$ cat config.mk
export PLATFORM = sky130hd
export DESIGN_NAME = alu_arbiter
export DESIGN_NICKNAME = d
export VERILOG_FILES = /design/src/rtl/alu_pkg.sv /design/src/rtl/ALUparam.sv /design/src/rtl/alu_arbiter.sv
export SDC_FILE = /design/constraint.sdc
export NUM_CORES = 1
export LEC_CHECK = 0
export CORE_ASPECT_RATIO = 0.7
export CORE_UTILIZATION = 45
export CTS_CLUSTER_DIAMETER = 120
export DETAILED_ROUTE_END_ITERATION = 12
export GPL_ROUTABILITY_DRIVEN = 0
export PLACE_DENSITY_LB_ADDON = 0.15
export SYNTH_ARGS = -nofsm -noshare
export SYNTH_HDL_FRONTEND = slang
export SYNTH_SLANG_ARGS = --single-unit
$ cat constraint.sdc
create_clock -name clk -period 6.6 [get_ports clk]
set_input_delay 0.99 -clock clk [delete_from_list [all_inputs] [get_ports clk]]
set_output_delay 0.99 -clock clk [all_outputs]
set_load 0.05 [all_outputs]
$ cat src/rtl/alu_pkg.sv
// Shared opcode and arbiter state definitions for the ALU arbiter slice.
package alu_pkg;

    typedef enum logic [3:0] {
        OP_AND = 4'd0,
        OP_OR  = 4'd1,
        OP_ADD = 4'd2,
        OP_INC = 4'd3,
        OP_DEC = 4'd4,
        OP_NOT = 4'd5,
        OP_SUB = 4'd6,
        OP_XOR = 4'd7,
        OP_SHL = 4'd8,
        OP_SHR = 4'd9
    } alu_op_e;

    localparam logic [3:0] OP_LAST = 4'd9;

    typedef enum logic [1:0] {
        IDLE,
        EXEC,
        RESP
    } arb_state_e;

endpackage

$ cat src/rtl/ALUparam.sv
// Parameterised combinational ALU: ten ops, result plus {zero, carry/shift-out} flags.
module ALUparam
    import alu_pkg::*;
#(
    parameter int n = 4
) (
    input  logic [n-1:0] a,
    input  logic [n-1:0] b,
    input  logic [3:0]   ALUcontrol,
    input  logic         ALUFLAGin,
    output logic [n-1:0] ALUresult,
    output logic [1:0]   ALUflags
);

    logic [n-1:0] res;
    logic         cy;

    // cy is carry-out for ADD/INC/SHL/SHR and borrow for DEC/SUB; 0 for logic ops
    always_comb begin
        res = '0;
        cy  = 1'b0;
        case (ALUcontrol)
            OP_AND: res = a & b;
            OP_OR:  res = a | b;
            OP_ADD: {cy, res} = {1'b0, a} + {1'b0, b} + {{n{1'b0}}, ALUFLAGin};
            OP_INC: {cy, res} = {1'b0, a} + {{n{1'b0}}, 1'b1};
            OP_DEC: {cy, res} = {1'b0, a} - {{n{1'b0}}, 1'b1};
            OP_NOT: res = ALUFLAGin ? ~b : ~a;
            OP_SUB: {cy, res} = {1'b0, a} - {1'b0, b} - {{n{1'b0}}, ALUFLAGin};
            OP_XOR: res = a ^ b;
            OP_SHL: {cy, res} = {a, ALUFLAGin};
            OP_SHR: begin
                res = {ALUFLAGin, a[n-1:1]};
                cy  = a[0];
            end
            default: begin
                res = '0;
                cy  = 1'b0;
            end
        endcase
    end

    assign ALUresult = res;
    assign ALUflags  = {(res == '0), cy};

endmodule

$ cat src/rtl/alu_arbiter.sv
// Round-robin arbiter sharing one ALUparam between NREQ valid/ready requesters,
// returning result/flags/id on a held response channel.
module alu_arbiter
    import alu_pkg::*;
#(
    parameter  int n    = 4,
    parameter  int NREQ = 2,
    localparam int ID_W = $clog2(NREQ)
) (
    input  logic                clk,
    input  logic                rst,
    input  logic [NREQ-1:0]     req_valid,
    output logic [NREQ-1:0]     req_ready,
    input  logic [NREQ*n-1:0]   req_a,
    input  logic [NREQ*n-1:0]   req_b,
    input  logic [NREQ*4-1:0]   req_op,
    input  logic [NREQ-1:0]     req_fin,
    output logic                rsp_valid,
    input  logic                rsp_ready,
    output logic [ID_W-1:0]     rsp_id,
    output logic [n-1:0]        rsp_result,
    output logic [1:0]          rsp_flags,
    output logic                rsp_err
);

    arb_state_e      state_q, state_d;
    logic [ID_W-1:0] last_q, last_d;
    logic [n-1:0]    a_q, a_d;
    logic [n-1:0]    b_q, b_d;
    logic [3:0]      op_q, op_d;
    logic            fin_q, fin_d;
    logic [ID_W-1:0] id_q, id_d;
    logic            rsp_valid_q, rsp_valid_d;
    logic [ID_W-1:0] rsp_id_q, rsp_id_d;
    logic [n-1:0]    rsp_result_q, rsp_result_d;
    logic [1:0]      rsp_flags_q, rsp_flags_d;
    logic            rsp_err_q, rsp_err_d;

    logic [n-1:0]    alu_result;
    logic [1:0]      alu_flags;
    logic [ID_W-1:0] grant_id;
    logic            any_valid;

    // Visit candidates from lowest to highest priority so the last hit,
    // i.e. the first valid one after `last`, is the one kept.
    function automatic logic [ID_W-1:0] rr_pick(input logic [NREQ-1:0] v,
                                                input logic [ID_W-1:0] last);
        logic [ID_W-1:0] sel;
        int unsigned     idx;
        sel = last;
        for (int unsigned k = 0; k < NREQ; k++) begin
            idx = (int'(last) + NREQ - k) % NREQ;
            if (v[idx]) sel = ID_W'(idx);
        end
        return sel;
    endfunction

    assign any_valid = |req_valid;
    assign grant_id  = rr_pick(req_valid, last_q);

    always_comb begin
        req_ready = '0;
        if (!rst && state_q == IDLE && any_valid) req_ready[grant_id] = 1'b1;
    end

    ALUparam #(.n(n)) u_alu (
        .a          (a_q),
        .b          (b_q),
        .ALUcontrol (op_q),
        .ALUFLAGin  (fin_q),
        .ALUresult  (alu_result),
        .ALUflags   (alu_flags)
    );

    always_comb begin
        state_d      = state_q;
        last_d       = last_q;
        a_d          = a_q;
        b_d          = b_q;
        op_d         = op_q;
        fin_d        = fin_q;
        id_d         = id_q;
        rsp_valid_d  = rsp_valid_q;
        rsp_id_d     = rsp_id_q;
        rsp_result_d = rsp_result_q;
        rsp_flags_d  = rsp_flags_q;
        rsp_err_d    = rsp_err_q;
        case (state_q)
            IDLE: begin
                if (any_valid) begin
                    a_d     = req_a[grant_id*n +: n];
                    b_d     = req_b[grant_id*n +: n];
                    op_d    = req_op[grant_id*4 +: 4];
                    fin_d   = req_fin[grant_id];
                    id_d    = grant_id;
                    last_d  = grant_id;
                    state_d = EXEC;
                end
            end
            EXEC: begin
                rsp_valid_d = 1'b1;
                rsp_id_d    = id_q;
                if (op_q > OP_LAST) begin
                    rsp_result_d = '0;
                    rsp_flags_d  = '0;
                    rsp_err_d    = 1'b1;
                end else begin
                    rsp_result_d = alu_result;
                    rsp_flags_d  = alu_flags;
                    rsp_err_d    = 1'b0;
                end
                state_d = RESP;
            end
            RESP: begin
                if (rsp_ready) begin
                    rsp_valid_d = 1'b0;
                    state_d     = IDLE;
                end
            end
            default: state_d = IDLE;
        endcase
    end

    always_ff @(posedge clk or posedge rst) begin
        if (rst) begin
            state_q      <= IDLE;
            last_q       <= ID_W'(NREQ - 1);
            a_q          <= '0;
            b_q          <= '0;
            op_q         <= '0;
            fin_q        <= 1'b0;
            id_q         <= '0;
            rsp_valid_q  <= 1'b0;
            rsp_id_q     <= '0;
            rsp_result_q <= '0;
            rsp_flags_q  <= '0;
            rsp_err_q    <= 1'b0;
        end else begin
            state_q      <= state_d;
            last_q       <= last_d;
            a_q          <= a_d;
            b_q          <= b_d;
            op_q         <= op_d;
            fin_q        <= fin_d;
            id_q         <= id_d;
            rsp_valid_q  <= rsp_valid_d;
            rsp_id_q     <= rsp_id_d;
            rsp_result_q <= rsp_result_d;
            rsp_flags_q  <= rsp_flags_d;
            rsp_err_q    <= rsp_err_d;
        end
    end

    assign rsp_valid  = rsp_valid_q;
    assign rsp_id     = rsp_id_q;
    assign rsp_result = rsp_result_q;
    assign rsp_flags  = rsp_flags_q;
    assign rsp_err    = rsp_err_q;

endmodule
Word level (Yosys, flattened, before mapping). Cells that the tools add are included.

Word-level logic and storage cells: 80. Bits of input ports: 31. Output and inout bits: 11. Bits in registers: 26.

Reduce and logical (&&, ||, !) cells: 12. Shift-type cells: 3. Add/subtract/negate cells: 8. Eq/ne operators: 13. Multiplexer cells: 22. Bitwise operators: 5. Order comparisons: 5.

Operators with widths (count): 4-bit case mux with 10 select lines (1); 8-bit by 4-bit variable part select with 4-bit output (3); 4-bit by 3-bit equality test with 1-bit output (second input constant) (4); 1-bit 2-to-1 mux (11); 4-bit by 2-bit equality test with 1-bit output (second input constant) (2); 4-bit equality test (second input constant) (2); 4-bit logical NOT (2); 2-bit 2-to-1 mux (4); 4-bit 2-to-1 mux (2); 4-bit NOT (2); 1-bit by 2-bit < comparator with 1-bit output (second input constant) (3); 1-bit case mux with 6 select lines (1); 2-bit case mux with 3 select lines (1); 2-bit AND reduction (3); 4-bit by 1-bit adder with 5-bit output (second input constant) (1); 4-bit by 4-bit adder with 5-bit output (1); 5-bit by 1-bit adder with 5-bit output (1); 4-bit by 1-bit subtractor with 5-bit output (second input constant) (1); 4-bit by 4-bit subtractor with 5-bit output (1); 5-bit by 1-bit subtractor with 5-bit output (1); 4-bit AND (1); 4-bit by 1-bit equality test with 1-bit output (second input constant) (1); 4-bit greater-than comparator (second input constant) (1); 2-bit != test (second input constant) (2); other kinds (14) (16).

Longest topological paths before layout. Gate-level depths: netlist of run 1.

Depth after elaboration: 10. Gate-level depth with buffers: 11. Depth with buffers taken out: 10.

Modules after synthesis. From an unflattened synthesis of run 1, not the netlist that was laid out.

Cells, all modules: 256. Area, all modules: 2258.4 um^2.

Modules (own cells, without submodules): alu_arbiter (instances 1, area each 1174.9 um^2, sequential area each 651.9 um^2, cells each 116); ALUparam (instances 1, area each 1083.5 um^2, sequential area each 0.0 um^2, cells each 140).

Least setup slack after synthesis of run 1. No wires, ideal clock.

Path kind: input-to-output. Start point: in req_valid[1]. End point: out req_ready[1]. Arrival: 2.466 ns. Buffers on the path: 1. Cell stages on the path: 3. Data required time: 5.610 ns. Slack: 3.144 ns. Cells stage by stage: o21ai_0 clkbuf_1 nor3_1.

Longest elaborated chain between the ends: 9. Elaborated cells on any way between the ends: 14. Those cells by class: order compare: 2; mux: 9; reduce/logical: 3.

RTL lines: from (decl) (line alu_arbiter.sv:12) `input logic [NREQ-1:0] req_valid,`; 1-bit 2-to-1 mux (implied by the code) (2 in a row) (line alu_arbiter.sv:53) `if (v[idx]) sel = ID_W'(idx);`; 1-bit 2-to-1 mux (2 in a row) (line alu_arbiter.sv:53); 1-bit by 2-bit < comparator with 1-bit output (implied by the code) / 1-bit >= comparator (equally long branches) (line alu_arbiter.sv:63) `if (!rst && state_q == IDLE && any_valid) req_ready[grant_id] = 1'b1;`; 1-bit logical AND (implied by the code) (line alu_arbiter.sv:63); 1-bit 2-to-1 mux (implied by the code) (line alu_arbiter.sv:63); 1-bit demux with 1-bit select (line alu_arbiter.sv:63); 2-bit 2-to-1 mux (*) (line alu_arbiter.sv:63); to (decl) (line alu_arbiter.sv:13) `output logic [NREQ-1:0] req_ready,`.

Every way passes the cells marked *; elsewhere a longest branch is shown, timed or not. The select of a mux whose other input is x is not followed.

Worst setup path after layout of run 1.
Start point: in req_valid[1]. End point: out req_ready[0].

The elaborated chain is that of the path after synthesis.

==> results of run 1 <==
cell type report:
type / count / area [sq um] / share of cell area (%)
tap: 55 / 68.8 / 2.65
sequential: 26 / 652 / 25.1
clock buffer: 4 / 55.1 / 2.12
multi-input combinational: 189 / 1330 / 51.1
timing repair buffer: 41 / 410 / 15.8
inverter: 22 / 82.6 / 3.18
cell families (layout without fill, tap and decap cells):
kind of cell	count (synthesis)	in the layout	share of synthesized area [%]
mux	18	18	8.45
simple gates	82	82	18.5
fa+ha+maj	20	20	13.1
xor+xnor	4	4	1.63
buf+inv	36	67	7.98
flops	26	26	30.4
compound gates	65	65	20.0
power by group through the flow:
stage                     logic [uW]  registers (uW)  clock network (uW)
after global placement           872             391                   0
after floorplan                  676             377                   0
final                            890             392                 101
after CTS                        889             388                 104
after detailed placement         885             392                   0
after global routing             999             408                 110
per-layer routing:
layer | wire (um) | global-route usage [%] | vias to the layer above | part of all wire, %
met4 | 39 | 5.08 | 0 | 0.77
met1 | 2570 | 32.6 | 851 | 51
li1 | - | - | 946 | -
met2 | 2150 | 31.8 | 67 | 43
met5 | 0 | 0 | - | 0
met3 | 280 | 3.87 | 4 | 5.6
critical path, stage by stage:
cell	delay, ps
clkdlybuf4s50_1	450
o21ai_2	790
inv_1	120
and3_1	200
clkdlybuf4s50_1	690
metrics by stage:
step,std cells,util (%)
floorplan,251,-
global placement,333,57.1
detailed placement,333,57.1
CTS,337,58.3
global route,337,58.3
finish,337,58.3
synth_stat cells (all sizes together), types with 4 or more instances:
cell / count / area share (%)
fa: 4 / 3.7
clkbuf: 4 / 0.70
o21ai: 28 / 6.7
a21oi: 6 / 1.4
nand2: 37 / 6.5
inv: 22 / 3.8
nor3: 8 / 1.9
ha: 16 / 9.3
a31oi: 6 / 1.7
nor2: 8 / 1.4
dfrtp: 25 / 29
nand3: 6 / 1.4
nor2b: 9 / 2.6
buf: 10 / 3.4
nand2b: 5 / 1.5
mux2i: 17 / 7.9
sequential cells by signal, summed over array words and instances (netlist names):
register / cells
op_q: 4
rsp_flags: 2
rsp_id: 1
rsp_valid: 1
b_q: 4
id_q: 1
a_q: 4
rsp_result: 4
fin_q: 1
state_q: 2
rsp_err: 1
last_q: 1
worst max-delay path by stage:
stage	endpoint	slack [ps]	depth (start not counted)
after CTS	req_ready[0]	2330	4
after global placement	req_ready[0]	2350	4
after floorplan	req_ready[1]	3140	3
after global routing	req_ready[0]	2140	4
after detailed placement	req_ready[0]	2330	4
final	req_ready[0]	2370	5
==> results.py, run 1 <==
metrics = {
    "setup_path": {
        "critPathLaunch": "req_valid[1]",
        "reg2regPathDepth": 8,
        "cp_data_required_time_ps": 5610,
        "timing.rr.start": "a_q[1]",
        "cp_max_fo": 32,
        "critPathKind": "primary input to output port",
        "cp.arrival_ps": 3240,
        "startpoint_type": "primary input",
        "reg2reg_to": "rsp_flags[1]",
        "r2r_slack_ps": 3860,
        "critPathCaptureType": "output port",
    },
    "clock_tree": {
        "h-tree-depth": 1,
        "cts_root_buf": "clkbuf_8",
        "cts_hold_buf": 0,
        "clock_path_buffers": 2,
        "post_cts_buffers": 0,
        "path_clk_slew_ps": 80,
        "cts_tree": "built",
        "cts_buffers": 3,
        "worstSkewPairLatency_ps": 270,
        "postCtsResizedCells": 0,
        "numClockSinks": 26,
    },
    "pwr": {
        "ir_worst_vdd_mv": 0.189,
        "switchingPower_uw": 725,
        "clkPwrFrac_pct": 7.3,
        "swShare_pct": 52.4,
        "sequentialPowerShare_pct": 28.3,
        "p_per_area_nw_per_um2": 533,
        "combPwrFrac_pct": 64.4,
        "internal_power_uw": 658,
        "p_total_uw": 1380,
        "p_leak_uw": 0.00114,
    },
    "sta": {
        "fin_crit_ps": 4230,
        "maxSlewViolCount": 0,
        "finalSetupTns_ps": 0,
        "max_slew_margin_pct": 33.5,
        "timing.final.ws_setup_ps": 2370,
        "max_freq_ghz": 0.236,
        "rsz0062_at_grt": "false",
        "min_period_over_period_pct": 64.1,
        "worst_pin_slew_ps": 996,
        "holdWs_ps": 487,
        "hold_viol": 0,
        "skew_ps": 1.65,
        "setup_viol": 0,
    },
    "min_path": {
        "hold_start": "rsp_result[1]",
        "hp-class": "flip-flop to flip-flop",
        "whs_path_depth": 2,
        "hold_end": "rsp_result[1]",
    },
    "route": {
        "drcViolationCount": 0,
        "drtPass1Iterations": 4,
        "vias": 1868,
        "drt_first_iter_violations": 184,
        "ant_nets": 0,
        "post_drt_wl_per_cell_um": 15.0,
        "post_drt_via_cell_ratio": 5.54,
        "wl_um": 5040,
    },
    "finish": {
        "n_antenna_cell": 0,
        "final_area_sq_um": 2600,
        "area_growth_pct": 20.9,
        "nFillCells": 433,
        "final_cell_mix": "clkdlybuf4s50_1 (41), nand2_1 (37), o21ai_0 (25), dfrtp_1 (25), inv_1 (22)",
        "final_common_cell": "clkdlybuf4s50_1",
        "drive_gt1_share_pct": 4.26,
        "final_nets": 334,
    },
    "floorplan": {
        "ios": 42,
        "num_rows": 20,
        "die_w_um": 84.6,
        "dieArea_sq_um": 5060,
        "initial_core_util_pct": 48.2,
        "dieHeight_um": 59.8,
        "core_area_sq_um": 4450,
    },
    "logic_synthesis": {
        "yosys_warnings": 0,
        "ys_types": 48,
        "synth_nets": 302,
        "avgSynthCellArea_sq_um": 8.55,
        "synth_cells": 251,
        "synth_async_sr_flop_share_pct": 100,
        "netlist_area_sq_um": 2150,
        "synth_edf_count": 0,
        "synth_ff_type": "dfrtp_1",
        "synth_seq_cells": 26,
        "synth_seq_area_share_pct": 30.4,
    },
    "grt": {
        "grt_pass1_wl_um": 8290,
        "antenna_found_initial": 0,
        "grtUsageTotal_pct": 21.5,
        "grt-ovfl-total": 0,
        "grt_max_degree": 33,
        "grt_pass1_vias": 1701,
    },
    "run": {
        "maxCapViolations": 0,
    },
    "placement": {
        "placed_cell_area_sq_um": 2540,
        "port_buffers": 41,
        "dpl_worst_slack_ps": 2330,
        "hpwl_um": 3860,
    },
    "outcome": {
        "outcome": "finished clean",
    },
}
No activity file was read; power rests on OpenSTA's default activity.
==> inputs of run 2 (changes only) <==
Clock period 6.6 ns to 4.15 ns, I/O delays scaled along.
==> run 2 against run 1 <==
Count of clock-buffer cells in the layout stayed put. Sequential power increased by 58%. Worst hold slack got worse by 2.8 ps.
==> results.py, run 2 (synthesis gave the netlist of run 1 again) <==
metrics = {
    "route": {
        "post_drt_wl_per_cell_um": 14.8,
        "wl_um": 5020,
        "drtPass1Iterations": 4,
        "post_drt_via_cell_ratio": 5.54,
        "drcViolationCount": 0,
        "ant_nets": 0,
        "drt_first_iter_violations": 175,
        "vias": 1877,
    },
    "sta": {
        "min_period_over_period_pct": 84.4,
        "rsz0062_at_grt": "false",
        "worst_pin_slew_ps": 932,
        "skew_ps": 5.29,
        "hold_viol": 0,
        "fin_crit_ps": 3500,
        "finalSetupTns_ps": 0,
        "setup_viol": 0,
        "max_freq_ghz": 0.285,
        "maxSlewViolCount": 0,
        "max_slew_margin_pct": 37.9,
    },
    "setup_path": {
        "cp_max_fo": 17,
        "crit_top_cell": "clkdlybuf4s50_1",
        "cp_data_required_time_ps": 3530,
        "reg2reg_to": "rsp_flags[1]",
        "startpoint_type": "primary input",
        "slowest_delay_ps": 800,
        "reg2regPathDepth": 8,
        "path_buf_inv": 2,
        "cp.arrival_ps": 2880,
        "r2r_slack_ps": 1430,
        "crit_chain": "clkdlybuf4s50_1, o21ai_2, and3_1, clkdlybuf4s50_1",
        "timing.rr.start": "fin_q",
        "critPathCaptureType": "output port",
        "crit_slowest_cell": "clkdlybuf4s50_1",
        "critPathKind": "primary input to output port",
        "crit_family": "buffers and inverters",
    },
    "floorplan": {
        "dieArea_sq_um": 5060,
        "die_w_um": 84.6,
        "core_area_sq_um": 4450,
        "ios": 42,
        "initial_core_util_pct": 48.2,
        "dieHeight_um": 59.8,
        "num_rows": 20,
    },
    "placement": {
        "port_buffers": 41,
        "hpwl_um": 3870,
    },
    "grt": {
        "grt_max_degree": 27,
        "grtUsageTotal_pct": 21.3,
        "grt-ovfl-total": 0,
        "grt_pass1_vias": 1730,
        "antenna_found_initial": 0,
        "grt_pass1_wl_um": 8400,
    },
    "finish": {
        "multi_input_area_sq_um": 1330,
        "n_antenna_cell": 0,
        "area_growth_pct": 21.6,
        "nFillCells": 425,
        "final_nets": 336,
        "final_cell_mix": "clkdlybuf4s50_1 (41), nand2_1 (37), o21ai_0 (25), dfrtp_1 (25), inv_1 (22)",
        "ff_latch_area_sq_um": 652,
        "final_common_cell": "clkdlybuf4s50_1",
        "drive_gt1_share_pct": 4.93,
    },
    "run": {
        "maxCapViolations": 0,
    },
    "min_path": {
        "hold_start": "rsp_result[1]",
        "whs_path_depth": 2,
        "hold_end": "rsp_result[1]",
        "hp-class": "flip-flop to flip-flop",
    },
    "pwr": {
        "ir_worst_vdd_mv": 0.292,
        "p_per_area_nw_per_um2": 839,
        "p_total_uw": 2190,
        "p_leak_uw": 0.00115,
    },
    "clock_tree": {
        "cts_tree": "built",
        "cts_root_buf": "clkbuf_8",
        "post_cts_buffers": 0,
        "worstSkewPairLatency_ps": 270,
        "cts_hold_buf": 0,
        "postCtsResizedCells": 0,
        "h-tree-depth": 1,
        "clock_path_buffers": 2,
        "numClockSinks": 26,
        "path_clk_slew_ps": 90,
        "cts_buffers": 3,
    },
    "outcome": {
        "outcome": "finished clean",
    },
}
-- run 2: changes by cell type in the layout (fill, tap and decap cells not counted) --
cell,before,now
buf_4,0,2
-- run 2: worst max-delay path by stage --
stage               depth (start not counted)            to    startpoint  slack, ps
floorplan                                   3  req_ready[1]  req_valid[1]       1430
global placement                            4  req_ready[0]  req_valid[1]        650
detailed placement                          4  req_ready[0]  req_valid[1]        620
CTS                                         4  req_ready[0]  req_valid[1]        610
global route                                4  req_ready[0]  req_valid[1]        560
finish                                      4  req_ready[0]  req_valid[1]        650
-- run 2: through the flow --
| stage | instances | area, sq um | utilization (%) | setup WS, ps | hold WS (ps) |
|---|---|---|---|---|---|
| after global placement | 335 | 2560 | 57.4 | 655 | 463 |
| after floorplan | 251 | 2150 | - | 1430 | 439 |
| after CTS | 339 | 2610 | 58.6 | 611 | 495 |
| after detailed placement | 335 | 2560 | 57.4 | 624 | 473 |
| final | 339 | 2610 | 58.6 | 645 | 484 |
| after global routing | 339 | 2610 | 58.6 | 557 | 516 |
-- run 2: worst reg2reg max path: stages (launching register included) --
cell and delay, ps:
dfrtp_1 610, fa_1 550, ha_1 310, xor2_1 140
o2111ai_1 230, o211ai_1 120, a211oi_1 350, nand2b_1 110
o31ai_2 210
-- run 2: area by class of cell --
cell class / count / area share, %
clock buffers: 4 / 2.11
inverters: 22 / 3.16
multi-input cells: 189 / 50.8
flip-flops and latches: 26 / 25.0
well taps: 55 / 2.64
repair buffers: 43 / 16.3
-- run 2: report_power, final --
part | switching [uW] | internal [uW] | leakage, uW | total, uW
combinational | 814 | 593 | 0.000798 | 1410
sequential | 246 | 374 | 0.000321 | 620
clock | 79.6 | 84.8 | 0.0000288 | 164
total | 1140 | 1050 | 0.00115 | 2190
-- run 2: routing by layer --
metal	vias to the layer above	wire, um	track usage, %
met5	-	0	0
met4	0	34	3.15
met3	4	319	3.31
met2	65	2120	33.0
met1	865	2550	32.0
li1	943	-	-
==> inputs of run 3 (changes only) <==
Clock period 4.15 ns to 3.65 ns, I/O delays scaled along.
==> run 3 against run 2 <==
Worst hold slack worse by 1.4 ps. Clock skew is 2.9 ps lower. Count of clock-buffer cells in the layout unchanged. Sequential power up 13%. Global-route usage grew 0.17 points. Die area did not move. First-iteration DRC count rose by 5.1%. Critical path depth did not move. Critical endpoint unchanged. Largest cell class unchanged.
==> results.py, run 3 (synthesis gave the netlist of run 1 again) <==
metrics = {
    "outcome": {
        "outcome": "finished clean",
    },
    "clock_tree": {
        "cts_hold_buf": 0,
        "path_clk_slew_ps": 90,
        "clock_path_buffers": 2,
        "cts_tree": "built",
        "postCtsResizedCells": 0,
        "h-tree-depth": 1,
        "post_cts_buffers": 0,
        "worstSkewPairLatency_ps": 270,
        "numClockSinks": 26,
        "cts_root_buf": "clkbuf_8",
        "cts_buffers": 3,
    },
    "grt": {
        "antenna_found_initial": 0,
        "grt_pass1_wl_um": 8390,
        "grt_max_degree": 31,
        "grt-ovfl-total": 0,
        "grt_pass1_vias": 1696,
        "grtUsageTotal_pct": 21.4,
    },
    "setup_path": {
        "reg2regPathDepth": 8,
        "critPathCaptureType": "output port",
        "cp_data_required_time_ps": 3100,
        "r2r_slack_ps": 940,
        "critPathCapture": "req_ready[0]",
        "cp_max_fo": 9,
        "timing.rr.start": "a_q[1]",
        "reg2reg_to": "rsp_flags[1]",
        "cp.arrival_ps": 2420,
        "critPathKind": "primary input to output port",
        "critPathLaunch": "req_valid[1]",
        "startpoint_type": "primary input",
    },
    "finish": {
        "final_cell_mix": "clkdlybuf4s50_1 (41), nand2_1 (37), o21ai_0 (25), dfrtp_1 (25), inv_1 (22)",
        "nFillCells": 401,
        "fin_cells": 340,
        "area_growth_pct": 22.0,
        "drive_gt1_share_pct": 5.26,
        "final_common_cell": "clkdlybuf4s50_1",
        "n_antenna_cell": 0,
        "final_nets": 337,
    },
    "sta": {
        "worst_pin_slew_ps": 708,
        "min_period_over_period_pct": 81.4,
        "fin_crit_ps": 2970,
        "rsz0062_at_grt": "false",
        "maxSlewViolCount": 0,
        "max_slew_margin_pct": 52.8,
        "holdWs_ps": 482,
        "finalSetupTns_ps": 0,
        "hold_viol": 0,
        "skew_ps": 2.38,
        "setup_viol": 0,
        "max_freq_ghz": 0.337,
    },
    "floorplan": {
        "dieHeight_um": 59.8,
        "core_area_sq_um": 4450,
        "ios": 42,
        "dieArea_sq_um": 5060,
        "num_rows": 20,
        "initial_core_util_pct": 48.2,
        "die_w_um": 84.6,
    },
    "run": {
        "maxCapViolations": 0,
    },
    "route": {
        "ant_nets": 0,
        "drt_first_iter_violations": 184,
        "drtPass1Iterations": 4,
        "post_drt_via_cell_ratio": 5.60,
        "wl_um": 4940,
        "vias": 1903,
        "drcViolationCount": 0,
        "post_drt_wl_per_cell_um": 14.5,
    },
    "pwr": {
        "p_leak_uw": 0.00115,
        "ir_worst_vdd_mv": 0.314,
        "p_per_area_nw_per_um2": 956,
    },
    "placement": {
        "dp.cells": 336,
        "hpwl_um": 3830,
        "port_buffers": 41,
    },
    "min_path": {
        "whs_path_depth": 2,
        "hp-class": "flip-flop to flip-flop",
        "hold_start": "rsp_result[1]",
    },
}
-- run 3: cell types whose count changed in the layout (fill, tap and decap cells not counted) --
cell	previous run	this run
buf_4	2	3
-- run 3: worst min path at each step --
stage                                to  slack [ps]
after floorplan                  rsp_id         440
after CTS                 rsp_result[1]         490
after detailed placement  rsp_result[1]         470
after global routing             rsp_id         510
after global placement           rsp_id         460
final                     rsp_result[1]         480
-- run 3: area by class of cell --
cell class	count	area (sq um)	area share [%]
flip-flops and latches	26	652	24.9
well taps	55	68.8	2.63
clock buffers	4	55.1	2.10
repair buffers	44	433	16.5
multi-input cells	189	1330	50.7
inverters	22	82.6	3.15
-- run 3: worst max-delay path, stage by stage --
cell and delay (ps):
clkdlybuf4s50_1 450, o21ai_2 410, and3_1 220, clkdlybuf4s50_1 790
-- run 3: per-layer routing --
layer  wire length (um)  track usage (%)  share of wire [%]
met5                  0                0                  0
met1               2530             33.1                 51
met4                 29             2.66               0.59
met2               2030             30.7                 41
met3                348             5.39                7.1
-- run 3: power by group --
group / internal (uW) / total, uW / leakage [uW] / switching [uW]
clock network: 96.6 / 189 / 0.0000288 / 92.8
registers: 426 / 702 / 0.000321 / 276
logic: 677 / 1610 / 0.000803 / 935
-- run 3: through the flow --
stage	util (%)	worst slack (ps)	instance area, sq um	power [uW]
5_1_grt	58.8	599	2620	2750
3_5_place_dp	57.6	669	2560	2310
6_report	58.8	679	2620	2500
4_1_cts	58.8	663	2620	2500
2_1_floorplan	-	1080	2150	1900
3_3_place_gp	57.6	702	2560	2290
